<file path="src/rtl/wb_commit_unit.sv">
// Writeback commit stage: drives the GPR write port and the NZCV flag write from MEM/WB.
// Dual-destination entries are split over two cycles, and each entry emits one commit record.
module wb_commit_unit #(
  parameter int XLEN      = 64,
  parameter int REG_IDX_W = 5,
  parameter int PC_W      = 64
) (
  input  logic                 clk,
  input  logic                 rst,
  input  logic                 in_valid,
  output logic                 in_ready,
  input  logic [PC_W-1:0]      in_pc,
  input  logic [31:0]          in_instr,
  input  logic                 in_wen0,
  input  logic [REG_IDX_W-1:0] in_dst0,
  input  logic [XLEN-1:0]      in_data0,
  input  logic                 in_wen1,
  input  logic [REG_IDX_W-1:0] in_dst1,
  input  logic [XLEN-1:0]      in_data1,
  input  logic                 in_nzcv_en,
  input  logic [3:0]           in_nzcv,
  output logic                 rf_wen,
  output logic [REG_IDX_W-1:0] rf_waddr,
  output logic [XLEN-1:0]      rf_wdata,
  output logic                 nzcv_wen,
  output logic [3:0]           nzcv_wdata,
  output logic                 commit_valid,
  output logic [PC_W-1:0]      commit_pc,
  output logic [31:0]          commit_instr,
  output logic [63:0]          retired_cnt
);

  typedef enum logic {IDLE, DUAL2} state_t;

  localparam logic [REG_IDX_W-1:0] XZR = '1;

  state_t                 state;
  logic                   accept;
  logic                   we0, we1;
  logic                   sameDst, isDual, useSlot0;

  logic [REG_IDX_W-1:0]   holdDst_p1;
  logic [XLEN-1:0]        holdData_p1;
  logic [PC_W-1:0]        holdPc_p1;
  logic [31:0]            holdInstr_p1;
  logic                   holdNzcvEn_p1;
  logic [3:0]             holdNzcv_p1;

  // in_ready depends only on registered state and reset, never on in_valid.
  assign in_ready = (state == IDLE) && !rst;
  assign accept   = in_valid && in_ready;

  // XZR writes are dropped; a same-destination pair collapses to the slot-1 write.
  assign we0      = in_wen0 && (in_dst0 != XZR);
  assign we1      = in_wen1 && (in_dst1 != XZR);
  assign sameDst  = in_dst0 == in_dst1;
  assign isDual   = we0 && we1 && !sameDst;
  assign useSlot0 = we0 && !(we1 && sameDst);

  // ---- Stage p1: registered write port, flag write and commit record ----
  always_ff @(posedge clk) begin
    if (rst) begin
      state         <= IDLE;
      rf_wen        <= 1'b0;
      rf_waddr      <= '0;
      rf_wdata      <= '0;
      nzcv_wen      <= 1'b0;
      nzcv_wdata    <= '0;
      commit_valid  <= 1'b0;
      commit_pc     <= '0;
      commit_instr  <= '0;
      retired_cnt   <= '0;
      holdDst_p1    <= '0;
      holdData_p1   <= '0;
      holdPc_p1     <= '0;
      holdInstr_p1  <= '0;
      holdNzcvEn_p1 <= 1'b0;
      holdNzcv_p1   <= '0;
    end else begin
      rf_wen       <= 1'b0;
      nzcv_wen     <= 1'b0;
      commit_valid <= 1'b0;
      retired_cnt  <= retired_cnt + {63'd0, commit_valid};
      case (state)
        IDLE: begin
          if (accept) begin
            rf_wen   <= we0 || we1;
            rf_waddr <= useSlot0 ? in_dst0 : in_dst1;
            rf_wdata <= useSlot0 ? in_data0 : in_data1;
            if (isDual) begin
              state         <= DUAL2;
              holdDst_p1    <= in_dst1;
              holdData_p1   <= in_data1;
              holdPc_p1     <= in_pc;
              holdInstr_p1  <= in_instr;
              holdNzcvEn_p1 <= in_nzcv_en;
              holdNzcv_p1   <= in_nzcv;
            end else begin
              commit_valid <= 1'b1;
              commit_pc    <= in_pc;
              commit_instr <= in_instr;
              nzcv_wen     <= in_nzcv_en;
              nzcv_wdata   <= in_nzcv;
            end
          end
        end
        DUAL2: begin
          // Second half of a dual entry: slot-1 write, then the entry retires.
          state        <= IDLE;
          rf_wen       <= 1'b1;
          rf_waddr     <= holdDst_p1;
          rf_wdata     <= holdData_p1;
          commit_valid <= 1'b1;
          commit_pc    <= holdPc_p1;
          commit_instr <= holdInstr_p1;
          nzcv_wen     <= holdNzcvEn_p1;
          nzcv_wdata   <= holdNzcv_p1;
        end
        default: state <= IDLE;
      endcase
    end
  end

endmodule

</file>
<file path="config.mk">
export PLATFORM = sky130hd
export DESIGN_NAME = wb_commit_unit
export DESIGN_NICKNAME = d
export VERILOG_FILES = /design/src/rtl/wb_commit_unit.sv
export SDC_FILE = /design/constraint.sdc
export NUM_CORES = 1
export LEC_CHECK = 0
export ABC_AREA = 1
export CAP_MARGIN = 20
export CORE_MARGIN = 1.5
export CORE_UTILIZATION = 49
export CTS_CLUSTER_SIZE = 20
export DETAILED_ROUTE_END_ITERATION = 12
export MAX_ROUTING_LAYER = met4
export PLACE_DENSITY = 0.8
export SYNTH_ARGS = -nofsm -noshare
export SYNTH_HDL_FRONTEND = slang
export SYNTH_SLANG_ARGS = --single-unit
export TNS_END_PERCENT = 100
</file>
<file path="constraint.sdc">
create_clock -name clk -period 2.1 [get_ports clk]
set_input_delay 0.42 -clock clk [delete_from_list [all_inputs] [get_ports clk]]
set_output_delay 0.42 -clock clk [all_outputs]
set_load 0.01 [all_outputs]
</file>
Word-level counts from Yosys, hierarchy flattened --
Cells that the tools add are included.
Storage, ports and cells: bits of input ports 244, memories 0, bits in writable memories 0, output and inout port bits 237, flip-flop bits (word level) 407, bits in read-only memories 0, bits in latches 0
Operators by class: shifts and indexed selects 0, magnitude comparators 0, mux-type cells 26, $add $sub $neg 1, multipliers 0, bitwise gates (word level) 1, reductions and logical operators 14, divide/modulo/power cells 0, eq/ne operators 5
Operators with widths (count):
- $mux 64 | 4
- $pmux 64 s2 | 2
- $add 64x1->64 | 1
- $mux 32 | 2
- $pmux 32 s2 | 1
- $mux 5 | 2
- $ne 5x5->1 const B | 2
- $pmux 5 s2 | 1
- $logic_and 1x1->1 | 8
- $mux 4 | 2
- $pmux 1 s2 | 4
- $pmux 4 s2 | 1
- $mux 1 | 7
- $eq 5x5->1 | 1
- $ne 2x2->1 const B | 2
- $logic_not 1->1 | 3
- $reduce_and 3->1 | 1
- $reduce_and 2->1 | 1
- $logic_or 1x1->1 | 1
- $not 1->1 | 1

Longest topological paths before layout --
Gate-level depths: netlist of run 1.
depth after elaboration 8, depth in mapped cells 14, depth with buffers taken out 14

Worst setup path before layout of run 1 --
OpenSTA, ideal clock, no wires.
path kind register to register, start register commit_valid, end register retired_cnt[40], data arrival time 1.758 ns, stages on the path, launching flop included 14, data required time 1.987 ns, library setup time 0.113 ns, setup slack 0.229 ns, path through dfxtp_1 > ha_1 > ha_1 > nand2_1 > inv_1 > nand2_2 > nor2_4 > nand2_2 > nor2_4 > nand2_1 > nor2_2 > nand3_1 > nor2_1 > nor2_1
Between the ends: word-level cells in the longest chain between the ends 1
Ends and longest elaborated chain:
- start: declaration | line 27 | output logic commit_valid,
- start signal: assignment | line 69 | commit_valid <= 1'b0;
- start signal: assignment | line 82 | commit_valid <= 1'b0;
- start signal: assignment | line 99 | commit_valid <= 1'b1;
- $add 64x1->64 | line 83 | retired_cnt <= retired_cnt + {63'd0, commit_valid};
- end signal: assignment | line 83
- end: declaration | line 30 | output logic [63:0] retired_cnt
No other way between the ends. A chain may end at the register's enable or synchronous reset.

Final worst setup path of run 1 --
start register retired_cnt[14], end output retired_cnt[14]
No word-level cell between the ends.

==> results of run 1 <==
[cell usage after synthesis, types with 5 or more instances]
library cell	number
buf_6	13
nand3_1	279
buf_4	22
o21ai_0	154
nor2_1	84
a21oi_1	395
dfxtp_1	407
buf_1	6
nor2_2	6
nand4_1	21
nand2_2	6
or2_0	5
clkbuf_1	88
inv_1	153
buf_2	60
xnor2_1	6
o21a_1	6
nand2_1	954
or2_2	6
nor3_1	36
[state kept, by name, indices dropped and copies added, names as in the netlist]
name	count
state	1
commit_pc	64
rf_waddr	5
holdNzcv_p1	4
holdPc_p1	64
holdData_p1	64
commit_instr	32
holdNzcvEn_p1	1
commit_valid	1
holdDst_p1	5
holdInstr_p1	32
rf_wdata	64
rf_wen	1
retired_cnt	64
nzcv_wen	1
nzcv_wdata	4
[stage by stage]
| step | power (W) | TNS [ns] | utilization (%) | hold slack (ns) | cell area, um2 |
|---|---|---|---|---|---|
| floorplan | 0.00939 | 0 | - | 0.425 | 18500 |
| global placement | 0.0107 | -110.17 | 65.7 | 0.433 | 24200 |
| detailed placement | 0.0107 | -118.76 | 65.7 | 0.440 | 24200 |
| CTS | 0.0186 | 0 | 69.6 | 0.362 | 25700 |
| global route | 0.0191 | -0.0504 | 69.9 | 0.397 | 25800 |
| finish | 0.0185 | 0 | 69.9 | 0.378 | 25800 |
[cell type report]
| type | instances | area share [%] |
|---|---|---|
| multi-input cells | 1981 | 34.4 |
| flip-flops and latches | 407 | 31.7 |
| repair buffers | 592 | 23.4 |
| clock buffers | 64 | 5.00 |
| well taps | 504 | 2.45 |
| inverters | 155 | 2.29 |
| clock inverters | 15 | 0.665 |
| diodes | 12 | 0.117 |
[report_power, final]
group / leakage [nW] / internal [W] / switching, W / total [W]
logic: 5.58 / 0.00120 / 0.00125 / 0.00245
registers: 3.31 / 0.00799 / 0.000150 / 0.00814
clock network: 0.721 / 0.00463 / 0.00324 / 0.00788
[metal layers]
layer,up-vias,global-route usage (%)
met1,9528,39.3
met3,216,7.68
li1,9808,-
met4,0,19.1
met2,973,55.9
met5,-,-
[worst reg2reg max path, delay by kind of cell, from the launching register on]
family	cells	cell delay, ns
AO/OA/AOI/OAI	1	0.11
adder cells (fa/ha/maj)	2	0.35
buffers and inverters	3	0.32
flip-flops	1	0.34
AND/OR/NAND/NOR	6	0.82
[cell families after synthesis]
| group | count (synthesis) |
|---|---|
| buffers and inverters | 344 |
| adder cells (fa/ha/maj) | 2 |
| XOR/XNOR | 9 |
| AND/OR/NAND/NOR | 1410 |
| AO/OA/AOI/OAI | 560 |
| flip-flops | 407 |
[placed cells by master, fill, tap and decap left out, types with 5 or more instances in the layout]
cell type,count
buf_4,81
nor2_2,6
o21ai_0,154
nand2_2,7
or2_2,6
nand4_1,21
xnor2_1,6
clkbuf_16,45
buf_12,31
o21a_1,5
clkinv_2,10
nor2_4,8
clkdlybuf4s50_1,478
nor3_1,36
dfxtp_1,401
or2_0,5
clkbuf_8,9
nor2_1,80
inv_1,149
nand3_1,278
diode_2,12
clkbuf_1,10
a21oi_1,395
nand2_1,951
dfxtp_2,5
[path summary, 6_finish.rpt]
kind                   start               to  slack (ns)  cells past startpoint
max          retired_cnt[14]  retired_cnt[14]        0.05                      1
min                      rst  holdData_p1[52]        0.38                      5
max reg2reg     commit_valid  retired_cnt[54]        0.08                     12
min reg2reg  holdData_p1[46]  holdData_p1[46]        0.45                      2
[timing repair]
item	CTS	global route
hold buffers	0	0
pin swaps	0	4
cloned	0	0
setup buffers	0	3
setup endpoints to repair	1	58
resized for setup	2	18
==> summary.txt, run 1 <==
Global routing
  • Vias in the first global route: 19673
  • Global-route wire length before repair: ~100000 um
  • Total GRT Usage: 34.4%
  • Initial antenna violation count: 11
  • GRT Residual Overflow: 0
  • Largest net degree at the start of global routing: around 190

Drt
  • Via Count: around 20000
  • Met2 wire len: 31800 um
  • DRC Markers: 0
  • Vias per inst: ~5.5
  • Met3 Wirelength: 5620 um
  • Drt wl/cell: roughly 18 um
  • Routed WL: 66700 um
  • Post-route ant nets: 0
  • Detailed Route Iter0 Violations: about 1600
  • DRT met1 WL: 25400 um
  • Top Layer Used: met4
  • TritonRoute pass-1 iters: 6

Finish
  • Layout cells sized above 1: 7.19%
  • Non-Filler Instances: between 3000 and 4000
  • # fillers: 3064
  • Seq. cell area: just over 0.008 mm2
  • Multi-input gate area: a little under 0.009 mm2
  • Area delta synth->final: 39.3%
  • Nets: between 3000 and 4000

Placed design
  • Dpl ws: -0.469 ns
  • Hpwl dp: ~48000 um
  • Input/output buffers: 480
  • Placed Cells: 3636
  • Placer congestion estimate: ~0.98

STA
  • Final period utilization: between 90% and 100%
  • RSZ-0062 raised after global routing: yes
  • Setup Skew: around 0.031 ns
  • Setup violations, final: 0
  • Slew Viols, Final: 0
  • Hold Vio Cnt, Final: 0
  • Tmin final: just over 2 ns
  • Fmax: between 400 and 500 MHz
  • Slew headroom: between 30% and 40%
  • Slew @ Worst Pin: 1.00 ns
  • Setup WS post-layout: 0.0525 ns

Clocking
  • CTS max path bufs: 3
  • Clk_lat worst skew: roughly 0.6 ns
  • CTS buffer count: 44
  • Clk sinks: between 400 and 500
  • H-tree levels: 2
  • Clock transition at path regs: ~0.060 ns
  • Root Buffer: clkbuf_16
  • CTS tree: yes

Synth
  • Synth Area in Compound Gates: between 10% and 20%
  • Post-synthesis mux area share: 0%
  • Cell area after synthesis: approximately 0.018 mm2
  • YS warnings: 0
  • Avg Cell Area, Syn: approximately 6.8 um2
  • Top-area cell type share of the netlist area: roughly 44%
  • Sequential fraction of the synthesis area: between 40% and 50%
  • Synth Flop Type: dfxtp_1
  • Synth Area in Simple Gates: between 30% and 40%
  • Largest family of logic cells by synthesized area: simple AND/OR/NAND/NOR gates
  • Area leader, netlist: dfxtp_1
  • Post-Syn Nets: about 3000
  • Top post-synthesis cells by area: dfxtp_1, nand2_1, a21oi_1
  • Netlist cell types: 34
  • #FFs+latches synth: between 400 and 500
  • Asr flop ratio synth: 0%
  • Post-Synth XOR/XNOR Area: less than 1%
  • Post-Syn Instances: around 2700
  • EDFF count, synth: 0
  • Post-synthesis adder-cell area fraction: 0.135%

Worst setup path
  • CP Data Required Time: about 1.7 ns
  • CP Class: reg -> out
  • CP delay by family, top: buffers and inverters
  • Worst stage delay on the critical path: around 0.60 ns
  • Crit path capture type: primary output
  • Worst-path fanout max: 6
  • Worst Path Buf+Inv: 1
  • Startpoint Class: flip-flop
  • CP arrival: about 1.6 ns
  • Slowest cell on the critical path: clkdlybuf4s50_1
  • Worst-path cell chain: clkdlybuf4s50_1

Pwr
  • Pwr Density: roughly 700 mW/mm2
  • Max VDD drop: approximately 750 uV
  • P_leak: approximately 9.6 nW

Job
  • Max-Cap Viols: 0

Floorplan
  • Starting Density: between 50% and 60%
  • Die area: 0.0389 mm2
  • Row cnt: 70
  • Core Region: between 0.03 and 0.04 mm2
  • Die Height: approximately 200 um
  • Width of the chip: 197 um
  • Ports: 481

Outcome
  • Status: complete, no violations

Worst hold path
  • Min-Delay Path Class: in -> reg
(Power assumes the default switching activity.)
==> inputs of run 2 (changes only) <==
Settings changed: CORE_ASPECT_RATIO from default to 1.4.
Clock period 2.1 ns to 2.3 ns, I/O delays scaled along.
==> summary.txt, run 2 (synthesized netlist as in run 1, its figures left out) <==
Clocking
  • Root Buffer: clkbuf_16
  • Post-CTS Setup Bufs: 0 (unchanged)
  • CTS tree: yes
  • CTS buffer count: 41 (-6.8%)
  • Clk_lat worst skew: 0.56 ns (-0.03 ns)
  • Clk sinks: 407 (unchanged)
  • CTS max path bufs: 3 (unchanged)
  • H-tree levels: 2 (unchanged)
  • Clock transition at path regs: 0.06 ns (about the same)

STA
  • Tmin final: 2.13 ns
  • Slew @ Worst Pin: 1.15 ns (+0.145 ns)
  • Slew Viols, Final: 0 (unchanged)
  • Slew headroom: 23.6% (-9.6 points)
  • Post-Route Setup TNS: 0 ns (unchanged)
  • Setup violations, final: 0 (unchanged)
  • RSZ-0062 raised after global routing: no
  • Fmax: about 470 MHz
  • Setup Skew: 0.0158 ns (-0.0153 ns)
  • Setup WS post-layout: 0.166 ns (+0.113 ns)
  • WHS: 0.235 ns (-0.143 ns)
  • Final period utilization: around 93%
  • Hold Vio Cnt, Final: 0 (unchanged)

Worst setup path
  • Startpoint Class: flip-flop
  • CP Data Required Time: 1.84 ns (+0.16 ns)
  • Worst-path fanout max: 8 (+2)
  • CP Class: reg -> out
  • CP arrival: 1.67 ns (+0.04 ns)
  • Crit path capture type: primary output

Drt
  • Met2 wire len: 31500 um (-0.94%)
  • TritonRoute pass-1 iters: 6 (unchanged)
  • Vias per inst: 5.48 (-0.36%)
  • Met3 Wirelength: 4670 um (-17%)
  • Post-route ant nets: 0 (unchanged)
  • Drt wl/cell: 17.6 um (-1.6%)
  • DRT met1 WL: 23900 um (-5.7%)
  • Routed WL: 64300 um (-3.6%)
  • Via Count: 20029 (-2.4%)
  • Detailed Route Iter0 Violations: 1792 (+9.4%)
  • Top Layer Used: met4
  • DRC Markers: 0 (unchanged)

Placed design
  • Hpwl dp: 44700 um (-6.0%)
  • Input/output buffers: 480 (unchanged)
  • Dpl ws: -0.183 ns (+0.286 ns)
  • Placer congestion estimate: 0.913 (-7.1%)

Job
  • Max-Cap Viols: 0 (unchanged)

Finish
  • Layout cells sized above 1: 5.73% (-1.5 points)
  • Most frequent cells in the layout: nand2_1, clkdlybuf4s50_1, dfxtp_1, a21oi_1, nand3_1
  • Area delta synth->final: 37.4%
  • Fin util: 67.9% (-2.0 points)
  • # fillers: 3215 (+4.9%)
  • Commonest non-fill, non-tap cell in the layout: nand2_1
  • Nets: 3390 (-1.1%)

Floorplan
  • Starting Density: 49.4% (-0.73 points)
  • Row cnt: 84 (+20%)
  • Ports: 481 (unchanged)
  • Die area: 0.0389 mm2 (about the same)
  • Core Region: 0.0374 mm2 (+1.5%)
  • Die Height: 233 um (+18%)
  • Width of the chip: 167 um (-15%)

Pwr
  • P_leak: 9.39 nW (-2.2%)
  • Total power: 0.0169 W (-8.4%)
  • Pwr Density: 666 mW/mm2 (-7.1%)
  • Max VDD drop: 550 uV (-26%)

Global routing
  • GRT Residual Overflow: 0 (unchanged)
  • Total GRT Usage: 32.8% (-1.6 points)
  • Initial antenna violation count: 4 (-7)
  • Largest net degree at the start of global routing: 256 (+33%)
  • Vias in the first global route: 18838 (-4.2%)
  • Global-route wire length before repair: 99800 um (-3.2%)

Worst hold path
  • Min-Delay Path Class: in -> reg

Outcome
  • Status: complete, no violations
==> run 2: cell count changes in the layout (fill, tap and decap cells not counted), sizes merged, moves of 2 or more <==
cell      change
buf          -34
clkbuf        -7
diode         -7
clkinv        -5
bufinv        +4
clkinvlp      +2
==> run 2: what timing repair did <==
item | 4_1_cts | 5_1_grt
hold buffers | 0 | 0
endpoints found under the setup margin | 0 | 14
gates resized for setup | 0 | 4
==> run 2: worst paths after layout <==
path,startpoint,endpoint,slack [ns],depth (start not counted)
worst min register to register,holdData_p1[11],holdData_p1[11],0.45,2
worst max-delay path,state,in_ready,0.17,2
worst max register to register,commit_valid,retired_cnt[54],0.17,12
worst min-delay path,rst,rf_wen,0.24,4
==> run 2: final cells by class <==
cell class                 instances  area (um2)  area share (%)
antenna                            5        12.5          0.0492
clock buffer                      57        1170            4.59
clock inverter                    17         290            1.14
inverter                         155         589            2.32
multi-input combinational       1981        8840            34.8
sequential                       407        8150            32.1
tap                              473         592            2.33
timing repair buffer             558        5770            22.7
==> run 2: through the flow <==
stage / std cells / area [um2]
after floorplan: 2732 / 18500
after global placement: 3574 / 23900
after detailed placement: 3574 / 23900
after CTS: 3648 / 25400
after global routing: 3652 / 25400
final: 3653 / 25400
==> run 2: routing by layer <==
layer	track usage [%]	vias up
met5	-	-
met4	20.3	0
met3	5.92	210
met2	55.3	905
met1	36.1	9190
li1	-	9724
==> run 2: where the power goes <==
group / leakage [nW] / switching (W) / total, W / internal [W]
logic: 5.38 / 0.00111 / 0.00218 / 0.00107
registers: 3.31 / 0.000141 / 0.00744 / 0.00730
clock network: 0.706 / 0.00294 / 0.00729 / 0.00436
==> run 2: critical path, stage by stage, from the launching register on <==
cell and delay (ns):
dfxtp_4 0.40, nor2_2 0.16, clkdlybuf4s50_1 0.55
==> inputs of run 3 (changes only) <==
Settings changed: TNS_END_PERCENT 100 to default.
==> results of run 3 <==
Same layout as run 2: the final DEF is identical, and so are final timing and power.
